## config.mk

```make
export PLATFORM = sky130hd
export DESIGN_NAME = byte_serial_add_seq
export DESIGN_NICKNAME = d
export VERILOG_FILES = /design/src/rtl/byte_serial_add_seq.sv
export SDC_FILE = /design/constraint.sdc
export NUM_CORES = 1
export LEC_CHECK = 0
export BUFFER_PORTS_ARGS = -buffer_cell sky130_fd_sc_hd__buf_2
export CAP_MARGIN = 10
export CORE_MARGIN = 2
export CORE_UTILIZATION = 50
export DETAILED_ROUTE_END_ITERATION = 10
export HOLD_SLACK_MARGIN = 0.12
export MAX_ROUTING_LAYER = met4
export PLACE_DENSITY = 0.72
export SLEW_MARGIN = 10
export SYNTH_ARGS = -nofsm -noshare
export SYNTH_HDL_FRONTEND = slang
export SYNTH_HIERARCHICAL = 1
export SYNTH_SLANG_ARGS = --single-unit
```

## constraint.sdc

```tcl
create_clock -name clk -period 13.9 [get_ports clk]
set_input_delay 1.39 -clock clk [delete_from_list [all_inputs] [get_ports clk]]
set_output_delay 1.39 -clock clk [all_outputs]
set_load 0.1 [all_outputs]
```

## src/rtl/byte_serial_add_seq.sv

```systemverilog
`default_nettype none
// ============================================================================
// byte_serial_add_seq: wide adder built from one shared 8-bit ripple adder,
// one byte slice per clock, LSB first.                            Rev 1.0
// ============================================================================

module eightbit (
  input  logic [7:0] i_a,
  input  logic [7:0] i_b,
  input  logic       i_cin,
  output logic [7:0] o_s,
  output logic       o_c
);
  logic [8:0] w_c;

  assign w_c[0] = i_cin;

  for (genvar g = 0; g < 8; g++) begin : g_bit
    assign o_s[g]   = i_a[g] ^ i_b[g] ^ w_c[g];
    assign w_c[g+1] = (i_a[g] & i_b[g]) | (w_c[g] & (i_a[g] ^ i_b[g]));
  end

  assign o_c = w_c[8];
endmodule

module byte_serial_add_seq #(
  parameter int NBYTES = 4
) (
  input  logic                clk,
  input  logic                rst,
  input  logic                i_start,
  input  logic [8*NBYTES-1:0] i_a,
  input  logic [8*NBYTES-1:0] i_b,
  input  logic                i_cin,
  output logic                o_ready,
  output logic                o_busy,
  output logic                o_done,
  output logic [8*NBYTES-1:0] o_sum,
  output logic                o_cout
);
  localparam int W    = 8 * NBYTES;
  localparam int IDXW = (NBYTES > 1) ? $clog2(NBYTES) : 1;
  localparam logic [IDXW-1:0] C_LAST_IDX = IDXW'(NBYTES - 1);

  typedef enum logic [1:0] {
    S_IDLE = 2'd0,
    S_RUN  = 2'd1,
    S_DONE = 2'd2
  } state_t;

  state_t          r_state;
  state_t          w_next;
  logic [IDXW-1:0] r_idx;
  logic            r_carry;
  logic [W-1:0]    r_opa;
  logic [W-1:0]    r_opb;
  logic [W-1:0]    r_work;
  logic [W-1:0]    r_sum;
  logic            r_cout;

  logic [7:0]      w_add_a;
  logic [7:0]      w_add_b;
  logic            w_add_cin;
  logic [7:0]      w_add_s;
  logic            w_add_c;
  logic [W-1:0]    w_work_next;
  logic            w_accept;
  logic            w_last;

  assign w_accept = i_start && ((r_state == S_IDLE) || (r_state == S_DONE));
  assign w_last   = (r_idx == C_LAST_IDX);

  // The adder sees zeros whenever no slice is in flight.
  always_comb begin
    w_add_a   = 8'd0;
    w_add_b   = 8'd0;
    w_add_cin = 1'b0;
    if (r_state == S_RUN) begin
      w_add_a   = r_opa[8*r_idx +: 8];
      w_add_b   = r_opb[8*r_idx +: 8];
      w_add_cin = r_carry;
    end
  end

  eightbit u_adder (
    .i_a   (w_add_a),
    .i_b   (w_add_b),
    .i_cin (w_add_cin),
    .o_s   (w_add_s),
    .o_c   (w_add_c)
  );

  always_comb begin
    w_work_next               = r_work;
    w_work_next[8*r_idx +: 8] = w_add_s;
  end

  always_comb begin
    w_next = r_state;
    case (r_state)
      S_IDLE:  if (w_accept) w_next = S_RUN;
      S_RUN:   if (w_last)   w_next = S_DONE;
      S_DONE:  w_next = w_accept ? S_RUN : S_IDLE;
      default: w_next = S_IDLE;
    endcase
  end

  always_ff @(posedge clk or posedge rst) begin
    if (rst) r_state <= S_IDLE;
    else     r_state <= w_next;
  end

  always_ff @(posedge clk or posedge rst) begin
    if (rst) begin
      r_idx   <= '0;
      r_carry <= 1'b0;
      r_opa   <= '0;
      r_opb   <= '0;
      r_work  <= '0;
      r_sum   <= '0;
      r_cout  <= 1'b0;
    end else if (r_state == S_RUN) begin
      r_work  <= w_work_next;
      r_carry <= w_add_c;
      if (w_last) begin
        r_sum  <= w_work_next;
        r_cout <= w_add_c;
        r_idx  <= '0;
      end else begin
        r_idx  <= r_idx + 1'b1;
      end
    end else if (w_accept) begin
      r_opa   <= i_a;
      r_opb   <= i_b;
      r_carry <= i_cin;
      r_idx   <= '0;
      r_work  <= '0;
    end
  end

  assign o_ready = (r_state == S_IDLE) || (r_state == S_DONE);
  assign o_busy  = (r_state == S_RUN);
  assign o_done  = (r_state == S_DONE);
  assign o_sum   = r_sum;
  assign o_cout  = r_cout;
endmodule
`default_nettype wire

```

Yosys cells after proc, flatten, opt, wreduce, memory -nomap -nowiden
Cells that the tools add are included.
- register bits after elaboration: 134
- latch bits: 0
- bits in writable memories: 0
- bits in read-only memories: 0
- input port bits: 68
- output and inout bits: 36
- logic and storage cells: 82
- memories: 0
- add/sub/neg operators: 2
- multipliers: 0
- div/mod/pow operators: 0
- $lt $le $gt $ge: 0
- equal/unequal tests: 5
- shift operators: 4
- multiplexer cells: 15
- bitwise operators: 41
- reductions and logical operators: 7
- operators with widths (operator ; number):
    two-way mux 32 bit ; 2
    indexed part select 32 x 6 -> 8 bit ; 2
    negator 5 -> 34 bit ; 1
    variable shift 8 x 34 -> 32 bit, first input constant ; 1
    indexed part select 8 x 34 -> 32 bit ; 1
    bitwise mux 32 bit ; 1
    bitwise AND 1 bit ; 16
    two-way mux 8 bit ; 2
    bitwise XOR 1 bit ; 16
    two-way mux 2 bit ; 5
    bitwise OR 1 bit ; 8
    case mux 2 bit (3 select lines) ; 1
    AND reduction 2 bit ; 3
    == test 2 bit, second input constant ; 2
    two-way mux 1 bit ; 4
    adder 2 x 1 -> 2 bit, second input constant ; 1
    == test 2 x 1 -> 1 bit, second input constant ; 1
    logical NOT 2 bit ; 1
    != test 2 x 1 -> 1 bit, second input constant ; 1
    != test 2 bit, second input constant ; 1
    nonzero test 2 bit ; 1
    logical AND 1 bit ; 1
    logical OR 1 bit ; 1
    inverter 1 bit ; 1

Depth between registers and ports, before layout
- word-level depth: 21
- depth in mapped cells: 20
- gate-level depth less buffers: 17

By module
Netlist, hierarchy kept.
- by module, submodules not included (module ; instances ; cells each ; area an instance (um^2) ; sequential area each (um^2)):
    byte_serial_add_seq ; 1 ; 585 ; 5969.5 ; 3353.2
    eightbit ; 1 ; 18 ; 197.7 ; 0.0

Worst setup path before layout
Ideal clock, no wire load.
- kind: reg-to-reg
- start point: reg r_state[0]
- end point: reg r_sum[31] (netlist: o_sum[31])
- setup time: 0.078 ns
- arrival time: 5.091 ns
- required time: 13.822 ns
- setup slack: 8.732 ns
- stages on the path, launching flop included: 21
- buffers on the path: 3
- period minus slack after synthesis: 5.168 ns
- path through: dfrtp_1 > nand2b_1 > buf_2 > inv_1 > clkbuf_1 > and2_1 > fa_1 > inv_1 > fa_1 > inv_1 > fa_1 > fa_1 > fa_1 > fa_1 > fa_1 > inv_1 > fa_1 > inv_1 > buf_2 > a32oi_1 > a21oi_1
- longest elaborated chain between the ends: 20
- elaborated cells between the ends (all ways): 44
- those cells by class: 1 x eq/ne; 1 x shift; 4 x mux; 37 x bitwise; 1 x reduce/logical
- RTL lines (element ; line ; RTL):
    start: declaration ; 51 ; state_t r_state;
    start signal: assignment ; 110 ; else r_state <= w_next;
    == test 2 x 1 -> 1 bit * ; n/a ;
    net o_busy ; 36 ; output logic o_busy,
    two-way mux 8 bit * ; 78 ; if (r_state == S_RUN) begin
    net w_add_b[0] ; 62 ; logic [7:0] w_add_b;
    bitwise XOR 1 bit ; 20 ; assign w_c[g+1] = (i_a[g] & i_b[g]) | (w_c[g] & (i_a[g] ^ i_b[g]));
    bitwise AND 1 bit ; 20 ;
    bitwise OR 1 bit * ; 20 ;
    bitwise AND 1 bit * ; 20 ;
    [7 not listed] ; n/a ;
    bitwise AND 1 bit * ; 20 ;
    bitwise OR 1 bit * ; 20 ;
    bitwise AND 1 bit * ; 20 ;
    bitwise OR 1 bit * ; 20 ;
    bitwise XOR 1 bit * ; 19 ; assign o_s[g] = i_a[g] ^ i_b[g] ^ w_c[g];
    net w_add_s[7] ; 64 ; logic [7:0] w_add_s;
    indexed part select 8 x 34 -> 32 bit * ; 95 ; w_work_next[8*r_idx +: 8] = w_add_s;
    bitwise mux 32 bit * ; 95 ;
    end signal: assignment ; 126 ; r_sum <= w_work_next;
    end: declaration ; 58 ; logic [W-1:0] r_sum;
Mark *: on every way through the listed nets, which the timed path passes. The rest lies on a longest branch.
A chain may end at the register's enable or synchronous reset.

Worst setup path in the final report
- start point: reg r_idx[0]
- end point: reg r_sum[23] (netlist: o_sum[23])
- longest elaborated chain between the ends: 20
- elaborated cells between the ends (all ways): 47
- those cells by class: 1 x add/sub; 1 x eq/ne; 4 x shift; 3 x mux; 37 x bitwise; 1 x reduce/logical
- RTL lines (element ; line ; RTL):
    start: declaration ; 53 ; logic [IDXW-1:0] r_idx;
    start signal: assignment ; 130 ; r_idx <= r_idx + 1'b1;
    indexed part select 32 x 6 -> 8 bit * ; 79 ; w_add_a = r_opa[8*r_idx +: 8];
    two-way mux 8 bit * ; 78 ;
    net w_add_a[0] ; 61 ; logic [7:0] w_add_a;
    bitwise XOR 1 bit ; 20 ;
    bitwise AND 1 bit ; 20 ;
    bitwise OR 1 bit * ; 20 ;
    bitwise AND 1 bit * ; 20 ;
    bitwise OR 1 bit * ; 20 ;
    [6 not listed] ; n/a ;
    bitwise AND 1 bit * ; 20 ;
    bitwise OR 1 bit * ; 20 ;
    bitwise AND 1 bit * ; 20 ;
    bitwise OR 1 bit * ; 20 ;
    bitwise XOR 1 bit * ; 19 ;
    net w_add_s[7] ; 64 ;
    indexed part select 8 x 34 -> 32 bit * ; 95 ;
    bitwise mux 32 bit * ; 95 ;
Marked as above.

==> qor.csv <==
stage,metric,value,unit
synth,ys_seq_elements,134,
placed_design,port_buffers,103,
placed_design,placed_cells,813,
cells_and_area,layout.cells.non_filler,845,
timing,fin_crit_sh,40.6,%
clocking,cts_setup_buffers,0,
timing,rsz0062_at_grt,false,
timing,worst_slew_pin_slew,1.08,ns
clocking,htree_levels,4,
synth,synth_top_area_share,54.4,%
critical_path,crit_type,reg -> reg,
timing,period_needed,5.65,ns
critical_path,cp.arrival,5.98,ns
timing,whs,0.470,ns
floorplan,coreArea,12000,um^2
critical_path,crit_required,14.23,ns
placed_design,gp_congestion,0.820,
synth,yosysMostFrequentCell,nand2_1,
floorplan,start_util,51.3,%
synth,synth_fp_nets,685,
run,cap_violations,0,
global_routing,overflow,0,
clocking,numCtsBuffers,17,
global_routing,track_usage,23.6,%
cells_and_area,drive_gt1_share,23.8,%
routing,antenna_left,0,
timing,max_slew_margin,27.9,%
synth,yosys.area.top_type,dfrtp_1,
floorplan,rows,40,
routing,wl_met3,917,um
routing,vias,4627,
routing,drtIter0Drc,269,
synth,synth_area_leaders,"dfrtp_1 (54%), nand2_1 (12%), mux4_2 (5.8%)",
synth,ys_top_cells_by_count,"nand2_1 (196), dfrtp_1 (134), a21oi_1 (43)",
timing,finClkSkew,0.00800,ns
synth,postSynthAreaPerCell,10.2,um^2
clocking,clockRootBuffer,clkbuf_16,
critical_path,critPathMaxFanout,44,
global_routing,antenna_found_initial,0,
timing,drv_slew,0,
clocking,cts_resized,0,
synth,synth_edf_count,0,
timing,setup-tns-final,0,ns
global_routing,grt_max_degree,84,
synth,async_flop_share,100,%
cells_and_area,fill_cells,1026,
routing,drc,0,
global_routing,grt_pass1_wl,23300,um
synth,synthesis.instances,603,
critical_path,startpoint_type,register,
routing,met1_length,6290,um
cells_and_area,diodes,0,
critical_path,end_kind,register,
routing,drt_pre_antenna_iters,5,
clocking,cts_max_path_buffers,2,
timing,fmax,177,MHz
routing,wire_per_inst,16.2,um
outcome,status,finished clean,
cells_and_area,fin_area,7320,um^2
synth,synthFlopType,dfrtp_1,
floorplan,io_pins,104,
routing,drt-total-wl,13700,um
timing,hold_violations,0,
cells_and_area,area_delta_synth_final,18.7,%
synth,yosysWarnings,6,
synth,synth_area,6170,um^2
clocking,cts.sinks,134,
synth,ys_seq_area_share,54.4,%
clocking,clk_pin_slew_worst_paths,0.05,ns
placed_design,dpl_cell_area,6720,um^2
floorplan,dieArea,13200,um^2
clocking,cts_tree,yes,
synth,ys_types,33,
hold_path,hp-class,reg -> reg,
floorplan,dieHeight,115,um
clocking,holdBufCountCts,0,
placed_design,hpwl,9130,um
floorplan,die_x,115,um
clocking,clk_latency,0.42,ns
timing,setup-violations-final,0,
global_routing,grt_pass1_vias,4660,
routing,route.met2.wl,6280,um
routing,top_layer,met4,
routing,vias_per_cell,5.48,
cells_and_area,nNetsFinal,767,
sequential cells by signal, indices dropped and copies added (netlist names):
register / cells
r_work: 32
o_cout: 1
r_carry: 1
r_opa: 32
r_state: 2
r_idx: 2
r_opb: 32
o_sum: 32
final cells by class:
type | count | area, um^2 | share of cell area, %
repair buffers | 109 | 561 | 7.66
clock buffers | 21 | 470 | 6.43
flip-flops and latches | 134 | 3350 | 45.8
clock inverters | 11 | 125 | 1.71
inverters | 18 | 70.1 | 0.957
well taps | 147 | 184 | 2.51
multi-input cells | 405 | 2550 | 34.9
per-stage QoR:
stage	worst slack, ns	utilization [%]
6_report	8.25	60.9
3_5_place_dp	8.30	55.9
2_1_floorplan	8.73	-
4_1_cts	8.26	60.9
3_3_place_gp	8.37	55.9
5_1_grt	7.91	60.9
logic make-up (layout without fill, tap and decap cells):
family                   count (synthesis)  in the layout  synth area share [%]
AO/OA/AOI/OAI                          103            103                  12.2
adder cells (fa/ha/maj)                 14             14                  3.81
buffers and inverters                   64            159                  4.46
flip-flops                             134            134                  54.4
multiplexers                            17             17                  6.03
AND/OR/NAND/NOR                        271            271                  19.2
final timing paths:
check	start	end	slack, ns	cells past startpoint
setup reg to reg	r_idx[0]$_DFFE_PP0P_	o_sum[23]$_DFFE_PP0P_	8.25	17
max in group asynchronous	rst	r_idx[0]$_DFFE_PP0P_	11.31	3
min in group asynchronous	rst	o_sum[11]$_DFFE_PP0P_	1.05	2
hold / removal	r_opb[18]$_DFFE_PP0P_	r_opb[18]$_DFFE_PP0P_	0.47	2
hold reg to reg	r_opb[18]$_DFFE_PP0P_	r_opb[18]$_DFFE_PP0P_	0.47	2
setup / recovery	r_idx[0]$_DFFE_PP0P_	o_sum[23]$_DFFE_PP0P_	8.25	17
critical path, cell delays in order (launching register included):
cell	delay [ns]
dfrtp_2	0.62
buf_4	0.52
mux4_2	0.56
and2_1	0.18
fa_1	0.41
inv_1	0.07
fa_1	0.15
inv_1	0.05
fa_1	0.37
fa_1	0.39
fa_1	0.39
fa_1	0.39
fa_1	0.36
inv_1	0.08
fa_1	0.40
inv_1	0.25
a32oi_1	0.15
a21oi_1	0.18
metal layers:
layer  vias up  global-route usage, %
met5         -                      -
met4         0                   7.47
met3        28                   6.38
met2       149                   33.6
met1      2236                   33.1
li1       2214                      -
cells in the final DEF (no fill, tap or decap), types with 4 or more instances in the layout:
cell,n
and2_1,18
a21oi_1,43
and2b_1,6
clkbuf_16,17
buf_4,6
a22o_1,16
a32oi_1,23
fa_1,8
nor2b_1,4
inv_1,16
ha_1,6
clkinvlp_4,5
nand2_1,196
a32o_1,15
dfrtp_1,133
nor2_1,33
buf_2,103
mux4_2,16
Power is not shown: default switching activity piles up to over one toggle a cycle in this logic, so the estimate is an artifact.
